## config.mk

```make
export PLATFORM = sky130hd
export DESIGN_NAME = io_bridge
export DESIGN_NICKNAME = d
export VERILOG_FILES = /design/src/rtl/io_bridge.sv
export SDC_FILE = /design/constraint.sdc
export NUM_CORES = 1
export LEC_CHECK = 0
export ABC_AREA = 1
export CORE_ASPECT_RATIO = 0.5
export CORE_UTILIZATION = 40
export CTS_CLUSTER_SIZE = 28
export DETAILED_ROUTE_END_ITERATION = 16
export GPL_TIMING_DRIVEN = 0
export PLACE_DENSITY = 0.59
export SLEW_MARGIN = 40
export SYNTH_ARGS = -nofsm -noshare
export SYNTH_HDL_FRONTEND = slang
export SYNTH_SLANG_ARGS = --single-unit
```

## constraint.sdc

```tcl
create_clock -name clk -period 14.8 [get_ports clk]
set_input_delay 2.96 -clock clk [delete_from_list [all_inputs] [get_ports clk]]
set_output_delay 2.96 -clock clk [all_outputs]
set_load 0.005 [all_outputs]
```

## src/rtl/io_bridge.sv

```systemverilog
// Memory-mapped I/O bridge: debounced switches/buttons, button press latch, LED register
// and a time-multiplexed 8-digit seven-segment display.
module io_bridge #(
  parameter int unsigned DEBOUNCE_CYCLES = 20000,
  parameter int unsigned SCAN_DIV        = 50000
) (
  input  logic        clk,
  input  logic        rst,
  input  logic        io_read,
  input  logic        io_write,
  input  logic [9:0]  addr_low,
  input  logic [31:0] wdata,
  output logic [31:0] rdata,
  input  logic [15:0] sw,
  input  logic [4:0]  btn,
  output logic [15:0] led,
  output logic [7:0]  seg_an,
  output logic [7:0]  seg_cat
);

  localparam int unsigned DbW = (DEBOUNCE_CYCLES > 1) ? $clog2(DEBOUNCE_CYCLES) : 1;
  localparam int unsigned PsW = (SCAN_DIV > 1) ? $clog2(SCAN_DIV) : 1;
  localparam logic [DbW-1:0] DbMax = DbW'(DEBOUNCE_CYCLES - 1);
  localparam logic [PsW-1:0] PsMax = PsW'(SCAN_DIV - 1);

  localparam logic [9:0] AddrSw      = 10'h000;
  localparam logic [9:0] AddrBtn     = 10'h004;
  localparam logic [9:0] AddrBtnPr   = 10'h008;
  localparam logic [9:0] AddrLed     = 10'h010;
  localparam logic [9:0] AddrSegVal  = 10'h020;
  localparam logic [9:0] AddrSegMask = 10'h024;

  logic [15:0]    sw_s1_q, sw_s1_d, sw_s2_q, sw_s2_d, sw_cand_q, sw_cand_d, sw_db_q, sw_db_d;
  logic [DbW-1:0] sw_cnt_q, sw_cnt_d;
  logic [4:0]     btn_s1_q, btn_s1_d, btn_s2_q, btn_s2_d, btn_cand_q, btn_cand_d;
  logic [4:0]     btn_db_q, btn_db_d, btn_pr_q, btn_pr_d;
  logic [DbW-1:0] btn_cnt_q, btn_cnt_d;
  logic [15:0]    led_q, led_d;
  logic [31:0]    seg_val_q, seg_val_d;
  logic [7:0]     seg_mask_q, seg_mask_d;
  logic [PsW-1:0] ps_q, ps_d;
  logic [2:0]     idx_q, idx_d;
  logic [7:0]     seg_an_q, seg_an_d, seg_cat_q, seg_cat_d;
  logic           rd_clr, wrap;

  function automatic logic [7:0] hex7seg(input logic [3:0] d);
    logic [7:0] p;
    case (d)
      4'h0: p = 8'hC0;
      4'h1: p = 8'hF9;
      4'h2: p = 8'hA4;
      4'h3: p = 8'hB0;
      4'h4: p = 8'h99;
      4'h5: p = 8'h92;
      4'h6: p = 8'h82;
      4'h7: p = 8'hF8;
      4'h8: p = 8'h80;
      4'h9: p = 8'h90;
      4'hA: p = 8'h88;
      4'hB: p = 8'h83;
      4'hC: p = 8'hC6;
      4'hD: p = 8'hA1;
      4'hE: p = 8'h86;
      default: p = 8'h8E;
    endcase
    return p;
  endfunction

  // Input conditioning: one candidate/counter per group, stable for DEBOUNCE_CYCLES to accept.
  always_comb begin
    sw_s1_d   = sw;
    sw_s2_d   = sw_s1_q;
    sw_cand_d = sw_cand_q;
    sw_cnt_d  = sw_cnt_q;
    sw_db_d   = sw_db_q;
    if (sw_s2_q != sw_cand_q) begin
      sw_cand_d = sw_s2_q;
      sw_cnt_d  = '0;
    end else if (sw_cnt_q == DbMax) begin
      sw_db_d = sw_cand_q;
    end else begin
      sw_cnt_d = sw_cnt_q + 1'b1;
    end

    btn_s1_d   = btn;
    btn_s2_d   = btn_s1_q;
    btn_cand_d = btn_cand_q;
    btn_cnt_d  = btn_cnt_q;
    btn_db_d   = btn_db_q;
    if (btn_s2_q != btn_cand_q) begin
      btn_cand_d = btn_s2_q;
      btn_cnt_d  = '0;
    end else if (btn_cnt_q == DbMax) begin
      btn_db_d = btn_cand_q;
    end else begin
      btn_cnt_d = btn_cnt_q + 1'b1;
    end

    // A rising edge arriving on the clearing edge still latches.
    rd_clr   = io_read && (addr_low == AddrBtnPr);
    btn_pr_d = (btn_pr_q & ~{5{rd_clr}}) | (btn_db_d & ~btn_db_q);
  end

  always_comb begin
    led_d      = led_q;
    seg_val_d  = seg_val_q;
    seg_mask_d = seg_mask_q;
    if (io_write) begin
      case (addr_low)
        AddrLed:     led_d      = wdata[15:0];
        AddrSegVal:  seg_val_d  = wdata;
        AddrSegMask: seg_mask_d = wdata[7:0];
        default: ;
      endcase
    end
  end

  // Digit outputs load only on a slot change, from the index being entered.
  always_comb begin
    wrap      = (ps_q == PsMax);
    ps_d      = wrap ? '0 : ps_q + 1'b1;
    idx_d     = wrap ? idx_q + 3'd1 : idx_q;
    seg_an_d  = seg_an_q;
    seg_cat_d = seg_cat_q;
    if (wrap) begin
      seg_an_d  = seg_mask_q[idx_d] ? ~(8'h01 << idx_d) : 8'hFF;
      seg_cat_d = hex7seg(seg_val_q[{idx_d, 2'b00} +: 4]);
    end
  end

  always_comb begin
    rdata = '0;
    if (io_read) begin
      case (addr_low)
        AddrSw:      rdata = {16'b0, sw_db_q};
        AddrBtn:     rdata = {27'b0, btn_db_q};
        AddrBtnPr:   rdata = {27'b0, btn_pr_q};
        AddrLed:     rdata = {16'b0, led_q};
        AddrSegVal:  rdata = seg_val_q;
        AddrSegMask: rdata = {24'b0, seg_mask_q};
        default:     rdata = '0;
      endcase
    end
  end

  always_ff @(posedge clk or posedge rst) begin
    if (rst) begin
      sw_s1_q    <= '0;
      sw_s2_q    <= '0;
      sw_cand_q  <= '0;
      sw_cnt_q   <= '0;
      sw_db_q    <= '0;
      btn_s1_q   <= '0;
      btn_s2_q   <= '0;
      btn_cand_q <= '0;
      btn_cnt_q  <= '0;
      btn_db_q   <= '0;
      btn_pr_q   <= '0;
      led_q      <= '0;
      seg_val_q  <= '0;
      seg_mask_q <= 8'hFF;
      ps_q       <= '0;
      idx_q      <= '0;
      seg_an_q   <= 8'hFE;
      seg_cat_q  <= 8'hC0;
    end else begin
      sw_s1_q    <= sw_s1_d;
      sw_s2_q    <= sw_s2_d;
      sw_cand_q  <= sw_cand_d;
      sw_cnt_q   <= sw_cnt_d;
      sw_db_q    <= sw_db_d;
      btn_s1_q   <= btn_s1_d;
      btn_s2_q   <= btn_s2_d;
      btn_cand_q <= btn_cand_d;
      btn_cnt_q  <= btn_cnt_d;
      btn_db_q   <= btn_db_d;
      btn_pr_q   <= btn_pr_d;
      led_q      <= led_d;
      seg_val_q  <= seg_val_d;
      seg_mask_q <= seg_mask_d;
      ps_q       <= ps_d;
      idx_q      <= idx_d;
      seg_an_q   <= seg_an_d;
      seg_cat_q  <= seg_cat_d;
    end
  end

  assign led     = led_q;
  assign seg_an  = seg_an_q;
  assign seg_cat = seg_cat_q;

endmodule

```

* Word level (Yosys, flattened, before mapping) *
Memory sizes are Yosys's and may differ from the RTL's. A register that Yosys moved wholly into a read port is not among the register bits.
Index checks and enable logic that the tools add are counted.

operators by class
  muxes and demuxes = 13
  shift-type cells = 2
  equal/unequal tests = 12
  add/subtract/negate cells = 4
  $lt $le $gt $ge = 1
  reduce and logical (&&, ||, !) cells = 6
  bitwise operators = 7

operators with widths
  kind                                                   count
  one-hot mux 32 bit (6 select lines)                    1
  two-way mux 15 bit                                     4
  two-way mux 32 bit                                     1
  variable part select 32 x 6 -> 4 bit                   1
  adder 15 x 1 -> 15 bit (second input constant)         2
  equality test 15 bit (second input constant)           2
  equality test 10 x 6 -> 1 bit (second input constant)  2
  adder 16 x 1 -> 16 bit (second input constant)         1
  equality test 16 bit (second input constant)           1
  two-way mux 16 bit                                     1
  inequality test 16 bit                                 1
  AND 5 bit                                              2
  equality test 10 x 3 -> 1 bit (second input constant)  1
  equality test 10 x 4 -> 1 bit (second input constant)  1
  equality test 10 x 5 -> 1 bit (second input constant)  1
  logical NOT 10 bit                                     1
  two-way mux 5 bit                                      2
  NOT 5 bit                                              2
  two-way mux 8 bit                                      1
  NOT 8 bit                                              1
  AND reduction 2 bit                                    4
  << shifter 1 x 3 -> 8 bit (first input constant)       1
  inequality test 5 bit                                  1
  bitwise OR 5 bit                                       1
  8 further kinds                                        9

word-level totals
  memories = 1
  memory bits (read-only) = 112
  logic and storage cells = 64
  register bits after elaboration = 210
  input bits = 67

memories
  name              depth  width  read ports  clocked after Yosys merged registers in  wr ports  line  source
  (name not given)  16     7      1           1                                        0         48    case (d)

* Longest topological paths before layout *
Gate-level depths: netlist (run 1).

  depth in word-level cells = 5
  mapped depth = 20

* Worst setup path after synthesis (run 1) *
Ideal clock, no wire load.

  path type = input to output
  start point = in addr_low[1]
  end point = out rdata[23]
  setup slack = 7465 ps
  cell stages on the path = 7
  path buffers = 2
  data arrival time = 4375 ps
  required time = 11840 ps
  cells stage by stage = or2_2 or2_1 nor3_2 nand2_2 clkbuf_1 clkbuf_1 nor3_1

on the way
  cells in the longest elaborated chain, start to end = 3
  elaborated cells on any way between the ends = 8
  those cells by class = eq/ne: 5; mux: 2; reduce/logical: 1

RTL lines
  what                                                   line  source
  start: declaration                                     11    input logic [9:0] addr_low,
  equality test 10 x 6 -> 1 bit (tied with other cells)  134   case (addr_low)
  one-hot mux 32 bit (6 select lines) (*)                134
  two-way mux 32 bit (*)                                 133   if (io_read) begin
  end: declaration                                       13    output logic [31:0] rdata,

Mark *: on every way between the ends. The rest lies on a longest branch, timed or not.

* Worst setup path after layout (run 1) *
  start point = in addr_low[1]
  end point = out rdata[25]

Same word-level chain as after synthesis.

==> results of run 1 <==
-- flip-flops by register name, summed over array words and instances (netlist names) --
signal and cells:
seg_val_q 32, led 16, ps_q 16, sw_cand_q 16
sw_db_q 16, sw_s1_q 16, sw_s2_q 16, btn_cnt_q 15
sw_cnt_q 15, seg_an 8, seg_mask_q 8, seg_cat 7
btn_cand_q 5, btn_db_q 5, btn_pr_q 5, btn_s1_q 5
btn_s2_q 5, idx_q 3
-- logic make-up (layout without fill, tap and decap cells) --
group                      after synthesis  count (layout)
muxes                                   14              14
and+or+nand+nor                        491             491
DFF                                    209             209
other                                    1               1
buffers and inverters                  194             364
xor gates and xnor gates                18              18
adders and majority gates               10              10
AOI/OAI and AO/OA                      156             156
-- metal layers --
layer / routed length (um) / part of all wire, %
met1: 10800 / 47
met2: 10700 / 47
met3: 958 / 4.2
met4: 351 / 1.5
met5: 0 / 0
-- final timing paths --
path | from | to | slack (ns) | depth (start not counted)
setup / recovery | addr_low[1] | rdata[25] | 6.21 | 9
hold / removal | btn_s1_q[2]$_DFF_PP0_ | btn_s2_q[2]$_DFF_PP0_ | 0.34 | 0
setup reg to reg | ps_q[0]$_DFF_PP0_ | seg_cat[3]$_DFFE_PP0N_ | 11.97 | 16
hold reg to reg | btn_s1_q[2]$_DFF_PP0_ | btn_s2_q[2]$_DFF_PP0_ | 0.34 | 0
max in group asynchronous | rst | seg_an[3]$_DFFE_PP1N_ | 11.02 | 4
min in group asynchronous | rst | sw_s1_q[8]$_DFF_PP0_ | 2.80 | 2
-- layout make-up --
| type | count | area, um2 |
|---|---|---|
| buffer | 49 | 234 |
| inverter | 145 | 552 |
| tap | 307 | 384 |
| multi-input combinational | 690 | 3520 |
| clock inverter | 9 | 113 |
| clock buffer | 29 | 586 |
| timing repair buffer | 132 | 1370 |
| sequential | 209 | 5250 |
| fill | 2172 | 11100 |
-- stage by stage --
stage	total power [mW]	instance area, um2	instances	utilization [%]	hold slack [ns]
2_1_floorplan	0.624	9540	1093	-	0.331
3_3_place_gp	0.653	11200	1529	48.5	0.334
3_5_place_dp	0.657	11300	1532	48.9	0.335
4_1_cts	1.21	12000	1570	51.9	0.341
5_1_grt	1.24	12000	1570	51.9	0.347
6_report	1.19	12000	1570	51.9	0.343
-- critical path, cell delays in order --
cell and delay, ns:
clkdlybuf4s50_1 0.40, or2_2 0.30, or2_1 0.24, nor3_2 0.22, nand2_2 0.22, clkbuf_1 0.28, clkbuf_1 0.27, nor3_1 0.20
clkdlybuf4s50_1 0.53
-- power groups by stage --
stage / clock network (mW) / logic [mW] / registers [mW]
6_report: 0.543 / 0.0554 / 0.590
2_1_floorplan: 0 / 0.0253 / 0.598
3_5_place_dp: 0 / 0.0566 / 0.600
5_1_grt: 0.583 / 0.0621 / 0.591
3_3_place_gp: 0 / 0.0527 / 0.600
4_1_cts: 0.562 / 0.0569 / 0.590
-- cells in the mapped netlist (8+ instances only) --
library cell	number	area, um2
nand2_2	13	81.3
o21ai_0	75	375
dfstp_2	16	420
a21oi_1	43	215
nor2_1	93	349
nor4_1	12	75.1
dfrtp_1	193	4830
nand3_1	59	295
nand2_1	237	890
xnor2_1	12	105
ha_1	10	125
or2_2	8	50.1
clkbuf_1	37	139
o22ai_1	12	75.1
inv_1	137	514
mux2_2	12	135
nand4_1	15	93.8
nor3_1	34	170
==> summary by stage, run 1 <==
Status
The flow ran to the end, but the final reports show violations. The final reports fail on DRC.

Global route
In this run the most used layer during global routing was met2. Global routing finished with a remaining overflow of 0. Entering global routing, the biggest net connects 69 pins. For this run, global-route usage on met3 was measured as 3.46%. Global routing consumed, on the met2 layer, 31.6% of the routing resources. The via count of the first global-routing pass came to 7668. Across every metal layer, demand over resource in global routing totals 19.4%. The first global-routing pass estimated 38.1 mm of wire. In the global route stage, met1 resource usage came out at 27.0%. The number of antenna violations at the first check in global routing is 0.

Cells and area
The library cells used most frequently in the layout, excluding fill and tap cells, are 237 x nand2_1, 193 x dfrtp_1, 136 x inv_1. The most common library cell in the layout ignoring fill and taps is nand2_1. The number of nets in the finished design is 1325. The share of post-route cells with drive strength above 1 is 9.18%. The number of antenna cells inserted is 0. The area growth from synthesis to layout is 25.9%.

Worst setup path
STA puts the critical path data arrival time at 5.63 ns. The critical-path maximum fanout is 10. The kind of critical path is input port to primary output. The worst setup path is launched from an input port. The sort of element at the end of the critical path is a primary output. The critical path data required time is 11.84 ns.

Routing
The first-pass iteration count of the detailed router is 11. The detailed router's first-iteration violation count is 482. The routed wire length per instance is 14.5 um. In the routed design, unresolved DRC markers number 2. Across all layers, the routed design uses 7598 vias. The routed design has 22.8 mm of wire. The antenna violation net count after detailed routing is 0. Dividing the detail-routed via count by the number of cells gives 4.84.

Timing
The upper clock frequency limit is 116 MHz. The clock tree skew after final layout is 0.0100 ns. The worst-case headroom to the max-slew limit is 49.4%. After routing, the total negative slack on setup checks comes to 0 ns. The final hold violation count is 0. Setup repair after global routing left no endpoint under its margin. The smallest setup slack after layout is 6.21 ns. The final setup violation count is 0. The transition time at the pin with the least slew margin is 0.752 ns.

The total count of max-transition violations in the final report is 0. Counting I/O delays and the setup requirement, the final critical path takes 8.59 ns. The final period utilization is 58.0%.

Floorplan
The total area inside the core boundary comes to 23100 um2. For this configuration, the core starts out at a cell density of 41.3%. The die outline width is 220 um. The height of the chip is 111 um. The floorplan step defined a die boundary enclosing 24500 um2.

The I/O pin count is 131. Row generation in the floorplan step produced 39 rows.

Clock network
The maximum count of clock buffers along a single path is 3. The clock net in this run drives a total of 209 sinks. The number of setup buffers added after CTS is 0. Gates resized during post-CTS repair numbered 0.

The clock insertion delay at the later pin of the skew report is 0.51 ns. The root buffer cell is clkbuf_16. The TritonCTS clock tree is yes.

Hold repair after CTS inserted 0 buffers. The deepest level of the CTS H-tree is 1. TritonCTS created 21 clock buffers.

After clock tree synthesis, the clock-pin slew on the worst setup and hold paths is 0.07 ns.

Power
The clock network fraction of total power is 45.7%. The reported leakage power is 5.38 nW. The analysis attributes to net switching a power of 0.263 mW.

The total power divided by cell area is 98.9 nW/um2. The switching power share of the total is 22.1%. The combinational group share of total power is 4.7%. In this run, flip-flops and latches consume 49.6% of the power. VDD sags by at most 0.0710 mV. The internal cell power is 0.925 mW.

Logic synthesis
The cell area that synthesis handed to floorplanning was 9540 um2. The number of cells produced by synthesis is 1093. By area, the combinational part of the netlist is dominated by simple AND/OR/NAND/NOR gates. The area fraction in and, or, nand and nor cells after synthesis is 23.1%.

The number of synthesized register bits is 209. The xor and xnor area share after synthesis is 1.65%. The post-synthesis adder-cell area fraction is 1.31%.

Summing the areas of all compound-gate instances in the mapped netlist gives 9.11% of the synthesized area. The post-synth net total is 1170. Of all flip-flops after synthesis, the portion carrying an async set or reset was 100%.

The number of warnings reported in the yosys synthesis log is 0. The portion of synthesized area spent on multiplexers is 1.65%. The post-synthesis cell type count is 43.

The number of enable-type register cells in the synthesized netlist is 0. The most used flip-flop cell after synthesis is dfrtp_1. The sequential share of the synthesized area is 55.0%. The average instance in the mapped netlist occupies 8.73 um2.

Placement
Before CTS, the worst setup slack after placement is 6.24 ns. The HPWL after detailed placement is 17.1 mm. The congestion estimate from routability-driven global placement came to 0.869.

The count of buffers from port buffering is 129.

Run
The total of max-cap violations is 0.

Hold path
The worst hold path belongs to the class flip-flop to flip-flop.
No activity file was read; power rests on OpenSTA's default activity.
==> run 2, diff against run 1 <==
- clock period: 14.8 -> 8 ns (I/O delays scaled with it)
==> results of run 2 <==
The final DEF is identical to that of run 1. Status: finished with violations: DRC.
Among the figures that moved: setup slack after placement 6.24 ns -> 2.16 ns; setup slack after layout 6.21 ns -> 2.13 ns; register-to-register setup slack 11.97 ns -> 5.17 ns; total power 1.19 mW -> 2.20 mW; worst IR drop on VDD 0.0710 mV -> 0.131 mV
